[config.mk]
export PLATFORM = sky130hd
export DESIGN_NAME = bus_wait_gen
export DESIGN_NICKNAME = d
export VERILOG_FILES = /design/src/rtl/bus_wait_gen.sv
export SDC_FILE = /design/constraint.sdc
export NUM_CORES = 1
export LEC_CHECK = 0
export ABC_AREA = 1
export BUFFER_PORTS_ARGS = -buffer_cell sky130_fd_sc_hd__buf_2
export CAP_MARGIN = 5
export CORE_MARGIN = 2
export CORE_UTILIZATION = 35
export CTS_BUF_LIST = sky130_fd_sc_hd__clkbuf_8
export DETAILED_ROUTE_END_ITERATION = 8
export SETUP_SLACK_MARGIN = 0.15
export SLEW_MARGIN = 20
export SYNTH_ARGS = -nofsm -noshare
export SYNTH_HDL_FRONTEND = slang
export SYNTH_SLANG_ARGS = --single-unit
export TNS_END_PERCENT = 10
[constraint.sdc]
create_clock -name clk -period 1.29 [get_ports clk]
set_clock_uncertainty 0.05 [all_clocks]
set_input_delay 0.0645 -clock clk [delete_from_list [all_inputs] [get_ports clk]]
set_output_delay 0.0645 -clock clk [all_outputs]
set_load 0.1 [all_outputs]
[src/rtl/bus_wait_gen.sv]
// Wait-state generator feeding rdy1/aen1 of an 8284A from 8088 status and ISA I/O CH RDY.
// Optional WAIT_TIMEOUT_EN macro adds a forced release after TIMEOUT clocks in WAIT.
module bus_wait_gen #(
  parameter int IO_WAITS  = 1,
  parameter int MEM_WAITS = 0,
  parameter int CNT_W     = 4,
  parameter int TIMEOUT   = 64
) (
  input  logic       clk,
  input  logic       reset,
  input  logic [2:0] s_n,
  input  logic       io_ch_rdy,
  input  logic       hlda,
  output logic       rdy1,
  output logic       aen1,
  output logic       busy,
  output logic       timeout,
  output logic [2:0] dbg_state
);

  typedef enum logic [2:0] {
    IDLE = 3'd0,
    T1   = 3'd1,
    T2   = 3'd2,
    WAIT = 3'd3,
    DONE = 3'd4
  } state_t;

  generate
    if (IO_WAITS >= (2 ** CNT_W) || MEM_WAITS >= (2 ** CNT_W) || TIMEOUT < 1) begin : g_param_err
      $error("bus_wait_gen: wait counts must fit CNT_W and TIMEOUT must be positive");
    end
  endgenerate

  state_t           state;
  state_t           state_nxt;
  logic [CNT_W-1:0] cnt;
  logic [CNT_W-1:0] cnt_nxt;
  logic [2:0]       s_prev;
  logic             aen1_q;
  logic             start;
  logic             rel_ok;
  logic             force_rel;

  // A cycle begins only on a passive-to-active status edge; HALT never starts one.
  assign start  = (s_prev == 3'b111) && (s_n != 3'b111) && (s_n != 3'b011) && !hlda;
  assign rel_ok = (cnt <= CNT_W'(1)) && io_ch_rdy;

`ifdef WAIT_TIMEOUT_EN
  localparam int TW = $clog2(TIMEOUT + 1);
  logic [TW-1:0] timer;
  logic          timeout_q;

  assign force_rel = (timer == TW'(TIMEOUT - 1));

  // Timer sits at zero outside WAIT, so it is cleared on every WAIT entry.
  always_ff @(posedge clk or posedge reset) begin
    if (reset) begin
      timer     <= '0;
      timeout_q <= 1'b0;
    end else begin
      timer     <= (state == WAIT) ? timer + TW'(1) : '0;
      timeout_q <= (state == WAIT) && force_rel && !rel_ok;
    end
  end

  assign timeout = timeout_q;
`else
  assign force_rel = 1'b0;
  assign timeout   = 1'b0;
`endif

  always_comb begin
    state_nxt = state;
    cnt_nxt   = cnt;
    case (state)
      IDLE: begin
        if (start) begin
          state_nxt = T1;
          cnt_nxt   = s_n[2] ? CNT_W'(MEM_WAITS) : CNT_W'(IO_WAITS);
        end
      end
      T1: state_nxt = T2;
      T2: begin
        if (cnt == '0 && io_ch_rdy) state_nxt = DONE;
        else                        state_nxt = WAIT;
      end
      WAIT: begin
        cnt_nxt = (cnt == '0) ? '0 : cnt - CNT_W'(1);
        if (rel_ok || force_rel) state_nxt = DONE;
      end
      DONE: begin
        if (s_n == 3'b111) state_nxt = IDLE;
      end
      default: state_nxt = IDLE;
    endcase
  end

  always_ff @(posedge clk or posedge reset) begin
    if (reset) begin
      state  <= IDLE;
      cnt    <= '0;
      s_prev <= 3'b111;
      aen1_q <= 1'b0;
    end else begin
      state  <= state_nxt;
      cnt    <= cnt_nxt;
      s_prev <= s_n;
      aen1_q <= hlda;
    end
  end

  // rdy1 decodes state flops only, so no input reaches it combinationally.
  assign rdy1      = (state != WAIT);
  assign busy      = (state != IDLE);
  assign aen1      = aen1_q;
  assign dbg_state = state;

endmodule
==> results.json, run 1 <==
{
  "cap_viol_max_count": 0,
  "seq_area_frac_synth_pct": 46.2,
  "combPwrFrac_pct": 64.7,
  "synth_nets": 80,
  "wirelength_mm": 1.42,
  "antenna_cells": 0,
  "yosysTopAreaCell": "dfrtp_1",
  "holdWs_ns": 0.211,
  "cp-startpoint": "dbg_state[0]",
  "arrival_ns": 1.19,
  "routedWlPerCell_microns": 12.2,
  "worstPathMaxFanout": 4,
  "p_per_area_nw_per_um2": 2750,
  "ys_top_cells_by_area": "dfrtp_1 33%, dfstp_2 13%, nand2_1 11%",
  "die_width_microns": 45.6,
  "hold_viol_final": 0,
  "rrSetupSlack_ns": 0.01,
  "setup_slack_ns": -0.0168,
  "cts_tree": "done",
  "utilization_pct": 57.2,
  "p_sw_share_pct": 50.7,
  "crit_type": "flop to primary output",
  "overflow": 0,
  "ant_nets": 0,
  "place_congestion": 0.859,
  "cts_max_path_buffers": 2,
  "leakage_nw": 0.473,
  "p_int_w": 0.00130,
  "start_util_pct": 36.2,
  "rows": 15,
  "drv_slew": 0,
  "power_frac_seq_pct": 22.3,
  "syn_to_final_growth_pct": 58.2,
  "vias_per_cell": 4.68,
  "grt_start_max_net_pins": 12,
  "synth_seq_cells": 11,
  "nNetsFinal": 107,
  "syn_area_per_cell_sq_um": 8.28,
  "vdd.ir_drop.worst_uv": 1250,
  "via_count": 543,
  "reg2reg_to": "cnt[0]",
  "drcViolationCount": 0,
  "synth.cell_area_sq_um": 604,
  "syn_inst": 73,
  "period_minus_slack_ns": 1.31,
  "reg2reg_depth": 5,
  "numClockSinks": 11,
  "ys_types": 22,
  "root_buffer": "clkbuf_8",
  "fin_crit_sh_pct": 101,
  "first_pass_iters": 4,
  "grt_pass1_vias": 553,
  "drtIter0Drc": 4,
  "end_kind": "primary output",
  "drive_gt1_share_pct": 48.5,
  "dp_hpwl_microns": 944,
  "status": "complete, but fails checks",
  "dieArea_sq_um": 2080,
  "crit_path_start_kind": "flop",
  "htree_levels": 1,
  "rsz0062_at_grt": "true",
  "portBuffers": 12,
  "final_common_cell": "nand2_1",
  "track_usage_pct": 16.3,
  "max_freq_mhz": 765,
  "setup_viol": 2,
  "total_power_w": 0.00263,
  "cts_buffers": 3,
  "min_path_type": "input port to flop",
  "violations": "setup timing",
  "tns_ns": -0.0224,
  "r2r-start": "dbg_state[2]",
  "ys_warn_count": 0,
  "hold-path-cell-count": 5,
  "boundaryPins": 14,
  "grt_pass1_wl_mm": 2.36,
  "synth_top_area_share_pct": 33.1,
  "p_switching_w": 0.00133,
  "cp_data_required_time_ns": 1.18,
  "path_clk_slew_ns": 0.05,
  "worstSkewPairLatency_ns": 0.24,
  "clkPwrFrac_pct": 13.0,
  "core_sq_um": 1670,
  "die_h_microns": 45.6,
  "most-common-layout-cells": "16 x nand2_1, 9 x inv_1, 7 x nand3_1, 7 x buf_2, 6 x buf_4",
  "antenna_found_initial": 0,
  "critPathCapture": "busy"
}
[state kept, by name (all words and copies together), names as in the netlist]
name,cells
s_prev,3
cnt,4
dbg_state,3
aen1,1
[layer usage]
metal	track usage (%)	vias to the layer above	share of wire, %
li1	-	278	-
met1	18.1	252	41
met2	27.9	9	53
met3	3.17	4	3.2
met4	10.6	0	2.2
met5	0	-	0
[cells by family (layout without fill, tap and decap cells)]
family,count (synthesis),in the layout,synth area share (%)
xor+xnor,1,1,1.45
compound gates,6,6,8.28
simple gates,42,42,35.4
other cells,1,1,0.621
buf+inv,12,38,8.08
flops,11,11,46.2
[critical path, stage by stage, from the launching register on]
cell	delay (ns)
dfrtp_4	0.50
nor2_4	0.20
nand2_8	0.08
buf_12	0.17
[cell usage after synthesis (all sizes together)]
cell type and n:
a21boi 1, buf 1, conb 1, dfrtp 8, dfstp 3, inv 11, nand2 21, nand3 11
nor2 10, o21ai 3, o21bai 1, o311ai 1, xor2 1
[per-stage QoR]
stage,instances,instance area [sq um],setup WS [ns]
2_1_floorplan,73,649,-0.181
3_3_place_gp,102,791,0.0421
3_5_place_dp,102,791,0.0206
4_1_cts,115,938,0.000436
5_1_grt,116,956,-0.0556
6_report,116,956,-0.0168
[worst min-delay path by stage]
| stage | slack [ns] | from | endpoint |
|---|---|---|---|
| 2_1_floorplan | -0.14 | reset | aen1 |
| 3_3_place_gp | 0.03 | reset | aen1 |
| 3_5_place_dp | 0.03 | reset | aen1 |
| 4_1_cts | 0.20 | io_ch_rdy | dbg_state[2] |
| 5_1_grt | 0.25 | io_ch_rdy | dbg_state[2] |
| 6_report | 0.21 | io_ch_rdy | dbg_state[2] |
[layout make-up]
class	count	area [sq um]
multi-input combinational	50	318
sequential	11	290
fill	140	714
timing repair buffer	23	230
clock inverter	1	3.75
inverter	11	51.3
tap	17	21.3
clock buffer	3	41.3
[power by group through the flow]
| stage | clock (W) | sequential (W) | combinational [W] |
|---|---|---|---|
| global route | 0.000366 | 0.000605 | 0.00181 |
| finish | 0.000342 | 0.000586 | 0.00170 |
| CTS | 0.000343 | 0.000580 | 0.00166 |
| floorplan | 0 | 0.000854 | 0.000814 |
| detailed placement | 0 | 0.000594 | 0.00147 |
| global placement | 0 | 0.000590 | 0.00146 |
[repair_timing]
action	4_1_cts	5_1_grt
hold buffers	5	0
pin swaps	5	2
cloned	0	0
gates resized for setup	7	4
endpoints found under the hold margin	12	0
endpoints found under the setup margin	9	11
setup buffers	4	1
Note: power is estimated with default switching activity, not from simulation.
==> run 2, diff against run 1 <==
==> constraint.sdc (replaced) <==
create_clock -name clk -period 1.55 [get_ports clk]
set_clock_uncertainty 0.05 [all_clocks]
set_input_delay 0.0775 -clock clk [delete_from_list [all_inputs] [get_ports clk]]
set_output_delay 0.0775 -clock clk [all_outputs]
set_load 0.1 [all_outputs]
==> run 2 against run 1 <==
  * The flow now finishes without violations
  * First-iteration DRC count is 25% lower
  * Sequential power is 17% lower
  * Non-clock buffer count down 4
  * Cell area down 11%
  * Critical path type unchanged
  * Largest power group unchanged
==> results.json, run 2 (synthesized netlist as in run 1, its figures left out) <==
{
  "status": "completed",
  "first_pass_iters": 4,
  "boundaryPins": 14,
  "total_power_w": 0.00190,
  "portBuffers": 12,
  "grt_pass1_wl_mm": 1.97,
  "leakage_nw": 0.431,
  "most-common-layout-cells": "16 x nand2_1, 10 x buf_2, 9 x inv_1, 8 x nand3_1, 7 x nor2_1",
  "ant_nets": 0,
  "largest_reg_flops": 4,
  "root_buffer": "clkbuf_8",
  "core_sq_um": 1670,
  "cts_tree": "done",
  "max_freq_mhz": 742,
  "cts_max_path_buffers": 2,
  "clkPwrFrac_pct": 14.9,
  "dp_hpwl_microns": 868,
  "fin_crit_sh_pct": 87.0,
  "antenna_cells": 0,
  "p_switching_w": 0.00102,
  "p_sw_share_pct": 53.6,
  "power_frac_seq_pct": 25.8,
  "rows": 15,
  "min_path_type": "input port to flop",
  "start_util_pct": 36.2,
  "nNetsFinal": 103,
  "arrival_ns": 1.22,
  "end_kind": "primary output",
  "worstPathMaxFanout": 5,
  "hold_viol_final": 0,
  "crit_path_start_kind": "flop",
  "die_h_microns": 45.6,
  "combPwrFrac_pct": 59.4,
  "drv_slew": 0,
  "rsz0062_at_grt": "false",
  "cp_data_required_time_ns": 1.42,
  "wirelength_mm": 1.19,
  "worstSkewPairLatency_ns": 0.23,
  "grt_pass1_vias": 475,
  "period_minus_slack_ns": 1.35,
  "numClockSinks": 11,
  "overflow": 0,
  "cts_buffers": 3,
  "place_congestion": 0.780,
  "grt_start_max_net_pins": 12,
  "htree_levels": 1,
  "p_int_w": 0.000880,
  "crit_type": "flop to primary output",
  "vias_per_cell": 4.55,
  "setup_viol": 0,
  "drive_gt1_share_pct": 42.1,
  "via_count": 510,
  "antenna_found_initial": 0,
  "final_common_cell": "nand2_1",
  "cap_viol_max_count": 0,
  "path_clk_slew_ns": 0.05,
  "drtIter0Drc": 3,
  "dieArea_sq_um": 2080,
  "die_width_microns": 45.6,
  "routedWlPerCell_microns": 10.7,
  "p_per_area_nw_per_um2": 2220,
  "top_register": "cnt",
  "track_usage_pct": 13.5,
  "drcViolationCount": 0,
  "syn_to_final_growth_pct": 41.2,
  "tns_ns": 0,
  "vdd.ir_drop.worst_uv": 726
}
run 2: cell types whose count changed in the layout (fill, tap and decap cells not counted), moves of 3 or more:
cell and change:
nor2_1 +3, nor2_2 -3, buf_2 +3, buf_12 -4
buf_4 -3
run 2: timing repair:
item                                   CTS  global route
gates resized for setup                  1             1
setup endpoints to repair                1             1
buffers inserted                         0             2
endpoints found under the hold margin   12             0
pin swaps                                0             1
hold buffers                             5             0
run 2: critical path, cell delays in order, from the launching register on:
cell and delay, ns:
dfrtp_4 0.50, nor2_4 0.18, nand2_8 0.07, buf_4 0.23
run 2: metrics by stage:
step / utilization, % / std cells / hold WS [ns] / setup WS (ns) / instance area [sq um]
2_1_floorplan: - / 73 / -0.122 / 0.0795 / 649
3_3_place_gp: 44.2 / 101 / 0.0449 / 0.314 / 738
3_5_place_dp: 44.2 / 101 / 0.0453 / 0.314 / 738
5_1_grt: 51.1 / 112 / 0.240 / 0.157 / 853
4_1_cts: 50.0 / 110 / 0.196 / 0.167 / 836
6_report: 51.1 / 112 / 0.192 / 0.202 / 853
run 2: worst paths after layout:
path	from	end	slack [ns]	depth (start not counted)
worst max register to register	dbg_state[1]	cnt[0]	0.27	6
max in group asynchronous	reset	dbg_state[2]	0.79	3
worst max-delay path	dbg_state[1]	busy	0.20	3
min in group asynchronous	reset	aen1	0.33	3
worst min-delay path	io_ch_rdy	dbg_state[2]	0.19	5
worst min register to register	cnt[3]	cnt[3]	0.47	1
run 2: final cells by class:
cell class	count	area [sq um]
Fill cell	157	817
Multi-Input combinational cell	50	305
Sequential cell	11	290
Timing Repair Buffer	19	143
Inverter	11	48.8
Clock buffer	3	41.3
Tap cell	17	21.3
Clock inverter	1	3.75
run 2: power groups by stage:
stage          combinational (W)  clock (W)  sequential, W
3_5_place_dp             0.00108          0       0.000487
2_1_floorplan           0.000677          0       0.000711
6_report                 0.00112   0.000281       0.000489
4_1_cts                  0.00110   0.000293       0.000485
3_3_place_gp             0.00108          0       0.000489
5_1_grt                  0.00121   0.000304       0.000503
run 2: routing by layer:
layer,share of wire [%],vias to the layer above,global-route usage (%)
met5,0,-,0
li1,-,270,-
met3,4.1,2,5.16
met4,1.1,0,5.29
met2,45,7,20.0
met1,50,231,17.4
